<file path="src/rtl/ysyx_22040895_idu_pkg.sv">
// Shared decode-stage types: instruction format codes, RV opcodes and immediate widths.
package ysyx_22040895_idu_pkg;

  localparam int unsigned RV_INST_W = 32;
  localparam int unsigned OPC_W     = 7;
  localparam int unsigned REG_W     = 5;
  localparam int unsigned IMM1_W    = 12;
  localparam int unsigned IMM2_W    = 20;

  typedef enum logic [2:0] {
    FMT_R    = 3'd0,
    FMT_I    = 3'd1,
    FMT_S    = 3'd2,
    FMT_B    = 3'd3,
    FMT_U    = 3'd4,
    FMT_J    = 3'd5,
    FMT_NONE = 3'd6
  } fmt_e;

  localparam logic [OPC_W-1:0] OPC_LOAD    = 7'b0000011;
  localparam logic [OPC_W-1:0] OPC_OPIMM   = 7'b0010011;
  localparam logic [OPC_W-1:0] OPC_OPIMM32 = 7'b0011011;
  localparam logic [OPC_W-1:0] OPC_JALR    = 7'b1100111;
  localparam logic [OPC_W-1:0] OPC_SYSTEM  = 7'b1110011;
  localparam logic [OPC_W-1:0] OPC_STORE   = 7'b0100011;
  localparam logic [OPC_W-1:0] OPC_BRANCH  = 7'b1100011;
  localparam logic [OPC_W-1:0] OPC_LUI     = 7'b0110111;
  localparam logic [OPC_W-1:0] OPC_AUIPC   = 7'b0010111;
  localparam logic [OPC_W-1:0] OPC_JAL     = 7'b1101111;
  localparam logic [OPC_W-1:0] OPC_OP      = 7'b0110011;
  localparam logic [OPC_W-1:0] OPC_OP32    = 7'b0111011;

  typedef enum logic [1:0] {
    ST_EMPTY = 2'd0,
    ST_ONE   = 2'd1,
    ST_FULL  = 2'd2
  } idu_state_e;

  typedef struct packed {
    logic [IMM1_W-1:0] imm1;
    logic [IMM2_W-1:0] imm2;
    logic              immsel;
    fmt_e              fmt;
    logic              illegal;
  } imm_info_t;

endpackage

</file>
<file path="src/rtl/ysyx_22040895_imm_extract.sv">
// Raw immediate field extraction and format classification for one RV instruction.
// Pure combinational; sign extension is left to the downstream sext unit.
module ysyx_22040895_imm_extract
  import ysyx_22040895_idu_pkg::*;
(
  input  logic [RV_INST_W-1:0] i_inst,
  output imm_info_t            o_info
);

  logic [OPC_W-1:0] w_opc;

  assign w_opc = i_inst[OPC_W-1:0];

  always_comb begin
    o_info         = '0;
    o_info.immsel  = 1'b1;
    o_info.fmt     = FMT_NONE;
    o_info.illegal = 1'b0;
    case (w_opc)
      OPC_LOAD, OPC_OPIMM, OPC_OPIMM32, OPC_JALR, OPC_SYSTEM: begin
        o_info.fmt  = FMT_I;
        o_info.imm1 = i_inst[31:20];
      end
      OPC_STORE: begin
        o_info.fmt  = FMT_S;
        o_info.imm1 = {i_inst[31:25], i_inst[11:7]};
      end
      // imm[12:1]; execute restores the implicit zero LSB
      OPC_BRANCH: begin
        o_info.fmt  = FMT_B;
        o_info.imm1 = {i_inst[31], i_inst[7], i_inst[30:25], i_inst[11:8]};
      end
      OPC_LUI, OPC_AUIPC: begin
        o_info.fmt    = FMT_U;
        o_info.immsel = 1'b0;
        o_info.imm2   = i_inst[31:12];
      end
      OPC_JAL: begin
        o_info.fmt    = FMT_J;
        o_info.immsel = 1'b0;
        o_info.imm2   = {i_inst[31], i_inst[19:12], i_inst[20], i_inst[30:21]};
      end
      OPC_OP, OPC_OP32: begin
        o_info.fmt = FMT_R;
      end
      default: begin
        o_info.illegal = 1'b1;
      end
    endcase
  end

endmodule

</file>
<file path="src/rtl/ysyx_22040895_idu.sv">
// Decode-stage front end: 2-entry skid buffer (head + skid) between IFU and execute,
// with register/immediate field extraction on the head entry and flush on redirect.
module ysyx_22040895_idu
  import ysyx_22040895_idu_pkg::*;
#(
  parameter int unsigned ADDR_W = 64,
  parameter int unsigned INST_W = RV_INST_W
) (
  input  logic              clk,
  input  logic              rst,
  input  logic              flush,
  input  logic              in_valid,
  output logic              in_ready,
  input  logic [ADDR_W-1:0] in_pc,
  input  logic [INST_W-1:0] in_inst,
  output logic              out_valid,
  input  logic              out_ready,
  output logic [ADDR_W-1:0] out_pc,
  output logic [INST_W-1:0] out_inst,
  output logic [REG_W-1:0]  out_rs1,
  output logic [REG_W-1:0]  out_rs2,
  output logic [REG_W-1:0]  out_rd,
  output logic [IMM1_W-1:0] out_imm1,
  output logic [IMM2_W-1:0] out_imm2,
  output logic              out_immsel,
  output fmt_e              out_fmt,
  output logic              out_illegal
);

  idu_state_e        r_state;
  logic              r_in_ready;
  logic [ADDR_W-1:0] r_h_pc;
  logic [INST_W-1:0] r_h_inst;
  logic [ADDR_W-1:0] r_s_pc;
  logic [INST_W-1:0] r_s_inst;

  logic              w_h_valid;
  logic              w_in_fire;
  logic              w_out_fire;
  imm_info_t         w_info;

  // Reset masks the handshake immediately; in_ready otherwise has no path from out_ready.
  assign w_h_valid  = (r_state != ST_EMPTY) && !rst;
  assign in_ready   = r_in_ready && !rst;
  assign out_valid  = w_h_valid;
  assign w_in_fire  = in_valid && in_ready;
  assign w_out_fire = w_h_valid && out_ready;

  // Buffer control; payload registers are deliberately left out of reset.
  always_ff @(posedge clk) begin
    if (rst) begin
      r_state    <= ST_EMPTY;
      r_in_ready <= 1'b1;
    end else if (flush) begin
      r_state    <= ST_EMPTY;
      r_in_ready <= 1'b1;
    end else begin
      case (r_state)
        ST_EMPTY: begin
          if (w_in_fire) begin
            r_state  <= ST_ONE;
            r_h_pc   <= in_pc;
            r_h_inst <= in_inst;
          end
        end
        ST_ONE: begin
          if (w_in_fire && w_out_fire) begin
            r_h_pc   <= in_pc;
            r_h_inst <= in_inst;
          end else if (w_in_fire) begin
            r_state    <= ST_FULL;
            r_in_ready <= 1'b0;
            r_s_pc     <= in_pc;
            r_s_inst   <= in_inst;
          end else if (w_out_fire) begin
            r_state <= ST_EMPTY;
          end
        end
        ST_FULL: begin
          if (w_out_fire) begin
            r_state    <= ST_ONE;
            r_in_ready <= 1'b1;
            r_h_pc     <= r_s_pc;
            r_h_inst   <= r_s_inst;
          end
        end
        default: begin
          r_state    <= ST_EMPTY;
          r_in_ready <= 1'b1;
        end
      endcase
    end
  end

  ysyx_22040895_imm_extract u_imm_extract (
    .i_inst (r_h_inst),
    .o_info (w_info)
  );

  // Decoded view of the head entry, forced to zero whenever the head is empty.
  always_comb begin
    out_pc      = '0;
    out_inst    = '0;
    out_rs1     = '0;
    out_rs2     = '0;
    out_rd      = '0;
    out_imm1    = '0;
    out_imm2    = '0;
    out_immsel  = 1'b0;
    out_fmt     = FMT_R;
    out_illegal = 1'b0;
    if (w_h_valid) begin
      out_pc      = r_h_pc;
      out_inst    = r_h_inst;
      out_rs1     = r_h_inst[19:15];
      out_rs2     = r_h_inst[24:20];
      out_rd      = r_h_inst[11:7];
      out_imm1    = w_info.imm1;
      out_imm2    = w_info.imm2;
      out_immsel  = w_info.immsel;
      out_fmt     = w_info.fmt;
      out_illegal = w_info.illegal;
    end
  end

endmodule

</file>
<file path="config.mk">
export PLATFORM = sky130hd
export DESIGN_NAME = ysyx_22040895_idu
export DESIGN_NICKNAME = d
export VERILOG_FILES = /design/src/rtl/ysyx_22040895_idu_pkg.sv /design/src/rtl/ysyx_22040895_imm_extract.sv /design/src/rtl/ysyx_22040895_idu.sv
export SDC_FILE = /design/constraint.sdc
export NUM_CORES = 1
export LEC_CHECK = 0
export CORE_ASPECT_RATIO = 1.4
export CORE_UTILIZATION = 43
export CTS_CLUSTER_DIAMETER = 100
export DETAILED_ROUTE_END_ITERATION = 16
export GPL_TIMING_DRIVEN = 0
export PLACE_DENSITY = 0.88
export SLEW_MARGIN = 20
export SYNTH_ARGS = -nofsm -noshare
export SYNTH_HDL_FRONTEND = slang
export SYNTH_SLANG_ARGS = --single-unit
</file>
<file path="constraint.sdc">
create_clock -name clk -period 9.15 [get_ports clk]
set_input_delay 0.915 -clock clk [delete_from_list [all_inputs] [get_ports clk]]
set_output_delay 0.915 -clock clk [all_outputs]
set_load 0.005 [all_outputs]
</file>
[After elaboration in Yosys (flattened, before gate mapping)]
Index checks and enable logic that the tools add are counted.
Word-level totals
  output and inout port bits: 150
  register bits after elaboration: 195
  bits of input ports: 101
Cells by class
  bitwise logic cells: 4
  equal/unequal tests: 20
  muxes and demuxes: 32
  reductions and logical operators: 18
Operators by type and width (number)
  2-to-1 mux 64 bit: 4
  case mux 64 bit (3 select lines): 1
  2-to-1 mux 32 bit: 4
  case mux 32 bit (3 select lines): 1
  case mux 21 bit (2 select lines): 1
  case mux 12 bit (3 select lines): 1
  == test 7 x 6 -> 1 bit, second input constant: 4
  == test 7 bit, second input constant: 4
  == test 7 x 5 -> 1 bit, second input constant: 3
  2-to-1 mux 20 bit: 1
  case mux 3 bit (6 select lines): 1
  2-to-1 mux 5 bit: 3
  2-to-1 mux 12 bit: 1
  OR reduction 12 bit: 1
  2-to-1 mux 2 bit: 5
  != test 2 bit, second input constant: 5
  AND reduction 4 bit: 2
  == test 7 x 2 -> 1 bit, second input constant: 1
  2-to-1 mux 1 bit: 6
  case mux 2 bit (3 select lines): 1
  AND reduction 6 bit: 1
  OR reduction 2 bit: 3
  logical AND 1 bit: 5
  AND reduction 5 bit: 1
  11 further kinds: 14

[Logic depth before layout (Yosys ltp)]
Gate-level depths: netlist of run 1.
  depth after elaboration: 7
  mapped depth: 9

[By module]
A second synthesis of run 1 with hierarchy kept.
Unflattened totals
  cell total of the unflattened synthesis: 578
  area total of the unflattened synthesis: 9043.7 um^2
By module, submodules not included
  ysyx_22040895_idu: seq. area each 5825.6 um^2, cells each 490, times used 1, area each 8394.3 um^2
  ysyx_22040895_imm_extract: seq. area each 0.0 um^2, cells each 88, times used 1, area each 649.4 um^2

[Worst setup path after synthesis of run 1]
OpenSTA, ideal clock, no wires.
  path kind: in2reg
  start: in rst
  end: reg r_s_inst[0], enable pin
  arrival: 7994 ps
  buffers on the path: 0
  data required time: 8480 ps
  stages: 3
  setup slack: 486 ps
  cells stage by stage: nand3b_1 -> or3_1 -> nor3_1
On the way
  longest elaborated chain between the ends: 6
  elaborated cells between the ends (all ways): 9
RTL lines
  start, declared: line ysyx_22040895_idu.sv:10  | input logic rst,
  zero test 1 bit: line ysyx_22040895_idu.sv:43, ysyx_22040895_idu.sv:44
  logical AND 1 bit (on tied branches): line ysyx_22040895_idu.sv:44, ysyx_22040895_idu.sv:43
  logical AND 1 bit (on tied branches): line ysyx_22040895_idu.sv:46, ysyx_22040895_idu.sv:47
  logical AND 1 bit: line ysyx_22040895_idu.sv:67  | if (w_in_fire && w_out_fire) begin
  NOT 1 bit (no line)
  AND reduction 5 bit (no line) *
  end signal, assigned: line ysyx_22040895_idu.sv:74  | r_s_inst <= in_inst;
  end, declared: line ysyx_22040895_idu.sv:35  | logic [INST_W-1:0] r_s_inst;
Mark *: on every way between the ends. The rest lies on a longest branch, timed or not.
A chain may end at the register's enable or synchronous reset.

[Final worst setup path of run 1]
  start: in rst
  end: out out_imm1[11]
On the way
  longest elaborated chain between the ends: 3
RTL lines
  zero test 1 bit: line ysyx_22040895_idu.sv:43  | assign w_h_valid = (r_state != ST_EMPTY) && !rst;
  logical AND 1 bit: line ysyx_22040895_idu.sv:43
  2-to-1 mux 12 bit: line ysyx_22040895_idu.sv:112  | if (w_h_valid) begin
  end, declared: line ysyx_22040895_idu.sv:23  | output logic [IMM1_W-1:0] out_imm1,
Every way passes these cells.

==> metrics.yaml, run 1 <==
route:
  wl_met1_um: 7245
  ant_nets: 0
  drt-total-wl_um: 20590
  post-route-drc-count: 0
  vias: 5650
  routedWlPerCell_um: 18.58
  wl_met2_um: 11340
  drtIter0Drc: 285
  drt-pass1-iter-count: 5
  dr_wl_met3_um: 990
  avgViaCountPerCell: 5.099
  highest_layer: "met4"
floorplanning:
  core_area_um2: 19290
  io_pins: 251
  dieArea_um2: 20320
  fp-row-count: 60
  start_util_pct: 44.01
  die_width_um: 120.8
  fp.dieH_um: 168.3
hold_path:
  hp-class: "flip-flop to flip-flop"
sta:
  hold_violations: 0
  max_freq_mhz: 231.8
  slew_headroom_pct: 51.10
  fin_skew_ns: 0.009843
  hold_ws_ns: 0.5297
  rsz0062_at_grt: "no"
  fin_crit_ns: 4.315
  period_share_pct: 47.15
  slew_viol_final: 0
  worst-slew-pin-transition_ns: 0.7233
  setup-violations-final: 0
  timing.setup.tns_ns: 0
final_layout:
  fillerInstances: 1438
  design_area_um2: 12000
  synthToLayoutAreaGrowth_pct: 41.36
  drive_above_1_share_pct: 22.35
  finalNetCount: 949
worst_setup_path:
  critPathCaptureType: "output pin"
  critPathArrivalTime_ns: 3.40
  required_ns: 8.24
  cp_max_fo: 10
  reg2reg_setup_slack_ns: 6.48
  worstSetupStartpointType: "input pin"
  path_class: "input pin to output pin"
logic_synthesis:
  syn_area_um2: 8492
  synth_cell_types: 47
  synthCells: 556
  synth-async-reset-ratio_pct: 0
  ys_ff_latch: 195
  syn_nets: 657
  ys.flop_type: "edfxtp_1"
  yosysSeqAreaShare_pct: 68.60
  synth.avg_cell_area_um2: 15.27
  yosysTopAreaCell: "edfxtp_1"
  synth_top_area_share_pct: 67.89
  synthTopCellsByArea: "edfxtp_1, mux2_2, and2_1"
  ys_warn_count: 0
  synth-edff-count: 192
clocking:
  h-tree-depth: 4
  path_clk_slew_ns: 0.07
  clkSinkCount: 195
  clockBufferDepth: 2
  ctsResizeCount: 0
  clk_latency_ns: 0.42
  cts_tree: "built"
  cts-root-buf: "clkbuf_16"
  post_cts_buffers: 0
  ctsHoldBuffers: 0
  numCtsBuffers: 17
power:
  p_switching_w: 0.0003523
  power_frac_comb_pct: 6.3
  leakage_nw: 4.235
  internal-power_w: 0.001408
  power_per_cell_area_nw_per_um2: 146.7
  p_seq_share_pct: 56.5
  swShare_pct: 20.01
  clockPowerShare_pct: 37.2
  peakVddDrop_mv: 0.1138
global_route:
  grt_max_degree: 17
  grt_pass1_wl_um: 31780
  grt_pass1_vias: 5867
  gr-usage-all-layers_pct: 20.93
  gr-total-overflow: 0
  antenna_found_initial: 1
placement:
  io_buffers: 250
  place_area_um2: 11500
  dp_hpwl_um: 15880
  gp_congestion: 0.9296
run:
  cap_viol_max_count: 0
status:
  run_status: "finished, final reports clean"
## critical path, stage by stage
cell and delay, ns:
clkdlybuf4s50_1 0.53, or2_1 0.30, buf_2 0.17, inv_2 0.22
buf_4 0.25, nand2_1 0.16, a211oi_1 0.29, clkdlybuf4s50_1 0.55
## metal layers
layer / track usage (%) / vias to the layer above
met4: 12.40 / 0
met3: 4.133 / 63
met5: 0 / -
met1: 21.80 / 2738
li1: - / 2616
met2: 38.43 / 233
## registers in the layout, summed over array words and instances, names as in the netlist
register and cells:
r_h_inst 32, r_h_pc 64, r_state 2, r_s_inst 32, r_s_pc 64, r_in_ready 1
## stage by stage
stage	power, W	instances	util (%)	setup slack (ns)
after detailed placement	0.001125	1077	59.62	4.848
after CTS	0.001777	1107	62.20	4.849
after floorplan	0.001053	556	-	0.4865
final	0.001761	1108	62.22	4.835
after global placement	0.001121	1054	58.59	-3.826
after global routing	0.001815	1107	62.20	4.748
## worst paths after layout
path              startpoint      endpoint  cells after the start
setup / recovery         rst  out_imm1[11]                      8
hold reg to reg   r_in_ready    r_in_ready                      2
hold / removal    r_in_ready    r_in_ready                      2
setup reg to reg  r_state[0]    r_s_pc[48]                      8
## power by group through the flow
stage | clock, W | combinational (W) | sequential, W
after global routing | 0.000701 | 0.000119 | 0.000995
after CTS | 0.000671 | 0.000111 | 0.000995
after global placement | 0 | 0.000103 | 0.00102
after detailed placement | 0 | 0.000111 | 0.00101
final | 0.000655 | 0.000111 | 0.000995
after floorplan | 0 | 0.0000368 | 0.00102
## placed cells by master (no fill, tap or decap), drive strengths merged, types with 6 or more instances in the layout
master         count
and2              75
mux2              96
inv               28
nand2             29
clkbuf            31
buf               60
mux2i              6
nor2               8
clkdlybuf4s50    250
edfxtp           192
o22ai             26
## cell families (layout without fill, tap and decap cells)
logic type,Yosys count,count (layout),synth area share [%]
other cells,0,1,0
mux,102,102,13.44
simple gates,138,138,9.371
flops,195,195,68.60
xor+xnor,1,1,0.1032
buf+inv,72,375,4.450
compound gates,48,48,4.037
## synth_stat cells, drive strengths merged (4+ instances only)
library cell	instances
a21oi	4
and2	75
o22ai	26
clkbuf	10
buf	37
nand2	29
edfxtp	192
o2bb2ai	5
nor2	8
mux2i	6
nor3	5
mux2	96
inv	25
## cell type report
class	instances	area [um^2]	area share, %
Timing Repair Buffer	273	2690	22.41
Buffer	47	284.0	2.366
Multi-Input combinational cell	289	2298	19.15
Antenna cell	1	2.502	0.02085
Inverter	25	93.84	0.7817
Sequential cell	195	5826	48.53
Tap cell	248	310.3	2.585
Clock buffer	21	440.4	3.669
Clock inverter	9	58.81	0.4899
Note: power is estimated with default switching activity, not from simulation.
==> run 2: changes to the inputs <==
Settings changed: PLACE_DENSITY 0.88 to 0.85.
Clock period 9.15 ns to 4.4 ns, I/O delays scaled along.
==> metrics.yaml, run 2 (synthesis results as in run 1) <==
placement:
  dp_slack_ns: 0.9573
  gp_congestion: 0.9314
  dp_hpwl_um: 15260
  io_buffers: 250
worst_setup_path:
  required_ns: 3.96
  critPathCaptureType: "output pin"
  r2r-end: "r_s_pc[51]"
  cp_max_fo: 10
  worstSetupStartpointType: "input pin"
  reg2reg_setup_slack_ns: 1.87
  path_class: "input pin to output pin"
  critPathArrivalTime_ns: 2.96
  setup.worst_path.end: "out_imm1[11]"
  crit_start: "rst"
  reg2reg_depth: 7
  reg2reg_from: "r_state[0]"
clocking:
  clockBufferDepth: 2
  path_clk_slew_ns: 0.07
  h-tree-depth: 4
  ctsResizeCount: 0
  clkSinkCount: 195
  post_cts_buffers: 0
  ctsHoldBuffers: 0
  clk_latency_ns: 0.42
  cts_tree: "built"
  numCtsBuffers: 17
  cts-root-buf: "clkbuf_16"
sta:
  period_share_pct: 77.23
  fin_ws_ns: 1.002
  rsz0062_at_grt: "no"
  setup-violations-final: 0
  hold_violations: 0
  fin_crit_ns: 3.398
  slew_viol_final: 0
  worst-slew-pin-transition_ns: 0.8327
  fin_skew_ns: 0.01192
  max_freq_mhz: 294.3
  slew_headroom_pct: 43.70
route:
  post-route-drc-count: 0
  vias: 5562
  drt-pass1-iter-count: 4
  routedWlPerCell_um: 18.23
  drtIter0Drc: 248
  avgViaCountPerCell: 5.056
  ant_nets: 0
  drt-total-wl_um: 20060
global_route:
  gr-total-overflow: 0
  grt_pass1_wl_um: 31150
  gr-usage-all-layers_pct: 20.23
  grt_max_degree: 18
  antenna_found_initial: 0
  grt_pass1_vias: 5770
power:
  swShare_pct: 20.46
  internal-power_w: 0.003009
  power_frac_comb_pct: 6.1
  total_power_w: 0.003783
  power_per_cell_area_nw_per_um2: 312.4
  p_switching_w: 0.0007741
  leakage_nw: 4.239
  peakVddDrop_mv: 0.4180
  p_seq_share_pct: 54.7
  clockPowerShare_pct: 39.2
final_layout:
  fillerInstances: 1448
  finalNetCount: 940
  multi_input_area_um2: 2311
  synthToLayoutAreaGrowth_pct: 42.58
  drive_above_1_share_pct: 22.18
  top_regs: "r_h_pc (64), r_s_pc (64)"
  diodes: 0
  final_common_cell: "clkdlybuf4s50_1"
  regArea_um2: 5826
  final_cell_mix: "clkdlybuf4s50_1, edfxtp_1, mux2_2"
floorplanning:
  dieArea_um2: 20320
  core_area_um2: 19290
  die_width_um: 120.8
  io_pins: 251
  start_util_pct: 44.01
  fp-row-count: 60
  fp.dieH_um: 168.3
run:
  cap_viol_max_count: 0
status:
  run_status: "finished, final reports clean"
hold_path:
  hp-start: "r_in_ready"
  hp-class: "flip-flop to flip-flop"
## run 2: critical path: stages
cell and delay [ns]:
clkdlybuf4s50_1 0.56, or2_1 0.28, buf_2 0.17, inv_2 0.22, buf_4 0.24, nand2_1 0.17
a211oi_1 0.31, clkdlybuf4s50_1 0.56
## run 2: stage by stage
step	TNS, ns	std cells	utilization, %	cell area (um^2)	hold slack (ns)
5_1_grt	0	1100	62.76	12110	0.5580
3_3_place_gp	-226.85	1054	58.71	11330	0.5051
3_5_place_dp	0	1068	59.84	11550	0.5143
4_1_cts	0	1100	62.76	12110	0.5342
6_report	0	1100	62.76	12110	0.5351
2_1_floorplan	0	556	-	8514	0.4740
## run 2: power groups by stage
stage | registers, W | logic, W | clock network (W)
floorplan | 0.00211 | 0.0000774 | 0
global placement | 0.00211 | 0.000217 | 0
detailed placement | 0.00211 | 0.000232 | 0
CTS | 0.00207 | 0.000234 | 0.00152
global route | 0.00207 | 0.000249 | 0.00158
finish | 0.00207 | 0.000231 | 0.00148
## run 2: layout make-up
type,count,area share (%)
Clock inverter,12,1.033
Inverter,25,0.7750
Tap cell,248,2.563
Timing Repair Buffer,264,22.48
Multi-Input combinational cell,289,19.09
Buffer,47,2.346
Clock buffer,20,3.606
Sequential cell,195,48.11
## run 2: layer usage
layer | up-vias | track usage, % | routed length [um]
met5 | - | 0 | 0
met3 | 28 | 4.878 | 1133
met2 | 221 | 37.31 | 10860
li1 | 2616 | - | -
met4 | 0 | 6.978 | 470
met1 | 2697 | 22.43 | 7592
## run 2: worst min-delay path by stage
stage | to | slack [ns] | cells past startpoint
after detailed placement | r_in_ready | 0.51 | 2
after CTS | r_in_ready | 0.53 | 2
final | r_in_ready | 0.54 | 2
after global placement | r_in_ready | 0.51 | 2
after global routing | r_h_pc[38] | 0.56 | 1
after floorplan | r_in_ready | 0.47 | 2
